===== src/rtl/fifo_wr_ptr_ctrl.sv =====
// ---------------------------------------------------------------------------
// fifo_wr_ptr_ctrl
// Write-side pointer and flag controller of an asynchronous FIFO (W_CLK
// domain). Keeps the binary write pointer, publishes a registered Gray write
// pointer to the read domain, synchronizes the read domain's Gray pointer
// back through two flops and derives full / almost-full / level / overflow.
//
// Ports
//   W_CLK          in   write-domain clock
//   W_RST          in   asynchronous active-low reset
//   Winc           in   write request from the producer
//   R_ptr_gray     in   read-domain Gray pointer (asynchronous to W_CLK)
//   W_addr         out  memory write address {1'b0, wbin[P_SIZE-2:0]}
//   W_ptr_gray     out  registered Gray write pointer
//   Wfull          out  FIFO full; memory writes are gated by Winc & !Wfull
//   W_almost_full  out  registered, fill level >= AF_THR
//   W_level        out  registered fill level 0..DEPTH seen from write side
//   W_ovf          out  sticky overflow, set by a write attempt while full
// ---------------------------------------------------------------------------
module fifo_wr_ptr_ctrl #(
  parameter int DEPTH  = 8,
  parameter int P_SIZE = 4,
  parameter int AF_THR = 6
) (
  input  logic              W_CLK,
  input  logic              W_RST,
  input  logic              Winc,
  input  logic [P_SIZE-1:0] R_ptr_gray,
  output logic [P_SIZE-1:0] W_addr,
  output logic [P_SIZE-1:0] W_ptr_gray,
  output logic              Wfull,
  output logic              W_almost_full,
  output logic [P_SIZE-1:0] W_level,
  output logic              W_ovf
);

  localparam logic [P_SIZE-1:0] AF_THR_P = AF_THR[P_SIZE-1:0];

  logic [P_SIZE-1:0] r_wbin;
  logic [P_SIZE-1:0] r_wgray;
  logic [P_SIZE-1:0] r_rq1;
  logic [P_SIZE-1:0] r_rq2;
  logic              r_full;
  logic              r_af;
  logic [P_SIZE-1:0] r_level;
  logic              r_ovf;

  logic              w_wen;
  logic [P_SIZE-1:0] w_wbin_next;
  logic [P_SIZE-1:0] w_wgray_next;
  logic [P_SIZE-1:0] w_rbin_s;
  logic [P_SIZE-1:0] w_level_next;
  logic [P_SIZE-1:0] w_full_cmp;
  logic              w_full_next;

  assign w_wen        = Winc & ~r_full;
  assign w_wbin_next  = r_wbin + P_SIZE'(w_wen);
  assign w_wgray_next = w_wbin_next ^ (w_wbin_next >> 1);

  // Gray-to-binary of the synchronized read pointer: XOR prefix from the MSB.
  assign w_rbin_s[P_SIZE-1] = r_rq2[P_SIZE-1];
  generate
    for (genvar gi = P_SIZE - 2; gi >= 0; gi--) begin : g_g2b
      assign w_rbin_s[gi] = w_rbin_s[gi+1] ^ r_rq2[gi];
    end
  endgenerate

  // Full when the next write pointer is exactly one lap ahead of the
  // synchronized read pointer: in Gray code that means the top two bits
  // are inverted and the rest equal.
  assign w_full_cmp   = {~r_rq2[P_SIZE-1:P_SIZE-2], r_rq2[P_SIZE-3:0]};
  assign w_full_next  = (w_wgray_next == w_full_cmp);
  assign w_level_next = w_wbin_next - w_rbin_s;

  always_ff @(posedge W_CLK or negedge W_RST) begin
    if (!W_RST) begin
      r_wbin  <= '0;
      r_wgray <= '0;
      r_rq1   <= '0;
      r_rq2   <= '0;
      r_full  <= 1'b0;
      r_af    <= 1'b0;
      r_level <= '0;
      r_ovf   <= 1'b0;
    end else begin
      r_rq1   <= R_ptr_gray;
      r_rq2   <= r_rq1;
      r_wbin  <= w_wbin_next;
      r_wgray <= w_wgray_next;
      r_full  <= w_full_next;
      r_af    <= (w_level_next >= AF_THR_P);
      r_level <= w_level_next;
      // Sticky until reset; the pointer itself is held by w_wen.
      if (Winc & r_full) begin
        r_ovf <= 1'b1;
      end
    end
  end

  assign W_addr        = {1'b0, r_wbin[P_SIZE-2:0]};
  assign W_ptr_gray    = r_wgray;
  assign Wfull         = r_full;
  assign W_almost_full = r_af;
  assign W_level       = r_level;
  assign W_ovf         = r_ovf;

endmodule


===== config.mk =====
export PLATFORM = sky130hd
export DESIGN_NAME = fifo_wr_ptr_ctrl
export DESIGN_NICKNAME = d
export VERILOG_FILES = /design/src/rtl/fifo_wr_ptr_ctrl.sv
export SDC_FILE = /design/constraint.sdc
export NUM_CORES = 1
export LEC_CHECK = 0
export ABC_AREA = 0
export CAP_MARGIN = 10
export CELL_PAD_IN_SITES_DETAIL_PLACEMENT = 1
export CELL_PAD_IN_SITES_GLOBAL_PLACEMENT = 2
export CORE_UTILIZATION = 34
export CTS_CLUSTER_SIZE = 14
export DETAILED_ROUTE_END_ITERATION = 7
export PLACE_DENSITY_LB_ADDON = 0.2
export SLEW_MARGIN = 20
export SYNTH_ARGS = -nofsm -noshare
export SYNTH_HDL_FRONTEND = slang
export SYNTH_SLANG_ARGS = --single-unit

===== constraint.sdc =====
create_clock -name W_CLK -period 3.3 [get_ports W_CLK]
set_clock_uncertainty 0.1 [all_clocks]
set_input_delay 0.33 -clock W_CLK [delete_from_list [all_inputs] [get_ports W_CLK]]
set_output_delay 0.33 -clock W_CLK [all_outputs]
set_load 0.02 [all_outputs]

==> out/metrics.yaml <==
sta:
  fin_tns_setup_ns: 0
  grt_setup_unrepaired: "false"
  timing.final.setup_violations: 0
  max_slew.worst_pin.slew_ns: 0.954
  min_period_ns: 2.31
  layout_worst_path_cycle_share_pct: 70.1
  max_freq_mhz: 432
  slew_viol_final: 0
  slew-limit-headroom_pct: 36.2
  final_hold_viol_count: 0
floorplanning:
  ioPinCount: 22
  floorplan.die.width_um: 53.3
  coreArea_sq_um: 2480
  floorplan.initialDensity_pct: 36.1
  floorplan.die_area_sq_um: 2840
  die_h_um: 53.3
  row_count: 18
synth:
  netlist_instances: 65
  yosys_register_bits: 22
  share_of_yosys_cell_area_claimed_by_the_top_area_cell_type_pct: 61.5
  postSynthNetCount: 78
  synthesis.area_sq_um: 895
  seq_area_frac_synth_pct: 61.5
  async_set_reset_flop_share_out_of_synthesis_pct: 100
  ys.flop_type: "sky130_fd_sc_hd__dfrtp_1"
  yosys.area.top_type: "sky130_fd_sc_hd__dfrtp_1"
  yosys_warning_count: 0
  synthesis.area_per_instance_sq_um: 13.8
  synth.cells.most_frequent: "sky130_fd_sc_hd__dfrtp_1, sky130_fd_sc_hd__xnor2_1, sky130_fd_sc_hd__inv_1"
  post-synth-top-count-cell: "sky130_fd_sc_hd__dfrtp_1"
  synth-edff-count: 0
  ys_types: 20
  ys_top_cells_by_area: "sky130_fd_sc_hd__dfrtp_1, sky130_fd_sc_hd__xnor2_1, sky130_fd_sc_hd__ha_1"
power:
  power.share.combinational_pct: 54.5
  clockPowerShare_pct: 14.9
  power_switching_share_pct: 38.3
  vdd_drop_max_uv: 479
  power.internal_mw: 0.853
  net-switching-power_mw: 0.530
  cellLeakagePower_nw: 0.519
  sequentialPowerShare_pct: 30.7
  p_per_area_nw_per_um2: 1170
clocking:
  cts.path.max_buffers: 2
  clk-insertion-delay-late_ns: 0.31
  numCtsBuffers: 3
  clock_sinks: 22
  cts-hold-fix-buffers: 0
  cts.root.buffer_cell: "sky130_fd_sc_hd__clkbuf_4"
  post-cts-setup-buffer-count: 0
  tritoncts_clock_tree: "built"
  cts-htree-levels: 1
  post_cts.resized_instances: 0
  path_clk_slew_ns: 0.12
drt:
  vias: 525
  first_iter_violations: 4
  length_of_the_first_detailed_routing_pass_in_iterations: 3
  viasPerCell: 4.45
  drc_errors: 0
  remaining_number_of_nets_flagged_by_the_antenna_check_after_routing: 0
  drt_wl_total_mm: 1.37
  drt-wirelength-per-cell_um: 11.6
min_path:
  min_delay_path_depth: 0
  min-delay-path-class: "flip-flop to flip-flop"
grt:
  grt_pass1_wl_mm: 2.26
  gr-usage-all-layers_pct: 12.4
  first_global_vias: 488
  antenna_found_initial: 0
  overflow: 0
  grt_start_max_net_pins: 23
worst_setup_path:
  data_required_critical_path_ns: 3.45
  endpoint_kind: "flip-flop"
  critical_path.max_fanout: 6
  worst-endpoint-arrival_ns: 2.46
  timing.reg2reg.worst_path_depth: 8
  worst_setup_path_start_kind: "primary input"
  critical_path_class: "primary input to flip-flop"
cells_and_area:
  nNetsFinal: 102
  ratio_of_cells_with_drive_above_1_in_the_final_layout_pct: 6.82
  layout.filler_cells: 280
  multi_input_comb_area_sq_um: 314
  areaGrowthSynthToFinish_pct: 31.6
  postLayoutCellArea_sq_um: 1180
  antenna_cells: 0
  layout.area.seq_sq_um: 551
placement:
  post_dp_cell_area_sq_um: 1120
  place.gp.congestion: 0.659
  port_buffers: 20
  dpl.hpwl_mm: 1.02
flow_run:
  max_cap_viols: 0
outcome:
  status: "finished clean"
==> area by class of cell <==
type | instances | area share, %
Sequential cell | 22 | 46.8
Multi-Input combinational cell | 36 | 26.7
Timing Repair Buffer | 20 | 17.0
Tap cell | 30 | 3.19
Clock inverter | 1 | 2.55
Clock buffer | 3 | 1.91
Inverter | 6 | 1.91
==> registers in the layout, summed over array words and instances, names as in the netlist <==
name and cells:
r_wbin 4, W_almost_full 1, r_rq2 4, Wfull 1, r_rq1 4, W_ovf 1
W_level 4, W_ptr_gray 3
==> metrics by stage <==
| step | setup WS [ns] | hold slack [ns] | instances | total power [mW] | util, % |
|---|---|---|---|---|---|
| final | 0.987 | 0.262 | 118 | 1.38 | 47.5 |
| after global routing | 0.797 | 0.272 | 118 | 1.51 | 47.5 |
| after CTS | 0.978 | 0.266 | 118 | 1.41 | 47.5 |
| after detailed placement | 0.658 | 0.236 | 114 | 1.20 | 45.4 |
| after global placement | 0.666 | 0.233 | 114 | 1.18 | 45.4 |
| after floorplan | 1.18 | -0.0656 | 65 | 0.921 | - |
==> power by group through the flow <==
stage	clock network [mW]	logic [mW]	registers (mW)
after CTS	0.214	0.769	0.427
after global routing	0.225	0.846	0.436
after floorplan	0	0.380	0.541
final	0.205	0.753	0.424
after global placement	0	0.751	0.429
after detailed placement	0	0.762	0.433
==> layer usage <==
| metal | track usage, % | up-vias | share of wire (%) |
|---|---|---|---|
| met5 | 0 | - | 0 |
| met4 | 10.5 | 0 | 4.2 |
| met3 | 3.74 | 4 | 5.3 |
| met2 | 17.5 | 14 | 44 |
| met1 | 15.0 | 260 | 47 |
| li1 | - | 247 | - |
==> critical path, stage by stage <==
cell	delay (ns)
sky130_fd_sc_hd__clkdlybuf4s50_1	0.42
sky130_fd_sc_hd__nor2b_1	0.14
sky130_fd_sc_hd__ha_1	0.21
sky130_fd_sc_hd__ha_1	0.41
sky130_fd_sc_hd__inv_1	0.13
sky130_fd_sc_hd__fa_1	0.44
sky130_fd_sc_hd__xnor2_1	0.21
sky130_fd_sc_hd__nand2_1	0.09
sky130_fd_sc_hd__nand3b_1	0.08
==> worst paths after layout <==
kind / start / to / slack (ns)
min reg2reg: r_rq1[2]$_DFF_PN0_ / r_rq2[2]$_DFF_PN0_ / 0.26
max: Winc / W_almost_full$_DFF_PN0_ / 0.99
min in group asynchronous: W_RST / W_ovf$_DFFE_PN0P_ / 0.43
min: r_rq1[2]$_DFF_PN0_ / r_rq2[2]$_DFF_PN0_ / 0.26
max reg2reg: r_rq2[3]$_DFF_PN0_ / W_almost_full$_DFF_PN0_ / 1.06
max in group asynchronous: W_RST / W_level[2]$_DFF_PN0_ / 2.09
==> cells by family (layout without fill, tap and decap cells) <==
| logic type | count (synthesis) | after routing | synth area share (%) |
|---|---|---|---|
| adder cells (fa/ha/maj) | 6 | 6 | 9.23 |
| AND/OR/NAND/NOR | 9 | 9 | 5.73 |
| XOR/XNOR | 15 | 15 | 15.5 |
| flip-flops | 22 | 22 | 61.5 |
| buffers and inverters | 7 | 30 | 3.36 |
| AO/OA/AOI/OAI | 5 | 5 | 4.20 |
| other | 1 | 1 | 0.419 |
==> layout by cell type (no fill, tap or decap) <==
cell,instances
sky130_fd_sc_hd__a211oi_2,1
sky130_fd_sc_hd__a21boi_0,1
sky130_fd_sc_hd__a21o_1,1
sky130_fd_sc_hd__a21oi_1,1
sky130_fd_sc_hd__bufinv_16,1
sky130_fd_sc_hd__clkbuf_4,3
sky130_fd_sc_hd__clkdlybuf4s50_1,20
sky130_fd_sc_hd__conb_1,1
sky130_fd_sc_hd__dfrtp_1,22
sky130_fd_sc_hd__fa_1,1
sky130_fd_sc_hd__ha_1,5
sky130_fd_sc_hd__inv_1,6
sky130_fd_sc_hd__nand2_1,1
sky130_fd_sc_hd__nand2b_1,1
sky130_fd_sc_hd__nand3_1,3
sky130_fd_sc_hd__nand3b_1,1
sky130_fd_sc_hd__nor2b_1,2
sky130_fd_sc_hd__o21ai_0,1
sky130_fd_sc_hd__or3_1,1
sky130_fd_sc_hd__xnor2_1,10
sky130_fd_sc_hd__xor2_1,4
sky130_fd_sc_hd__xor2_2,1
(Power assumes the default switching activity.)
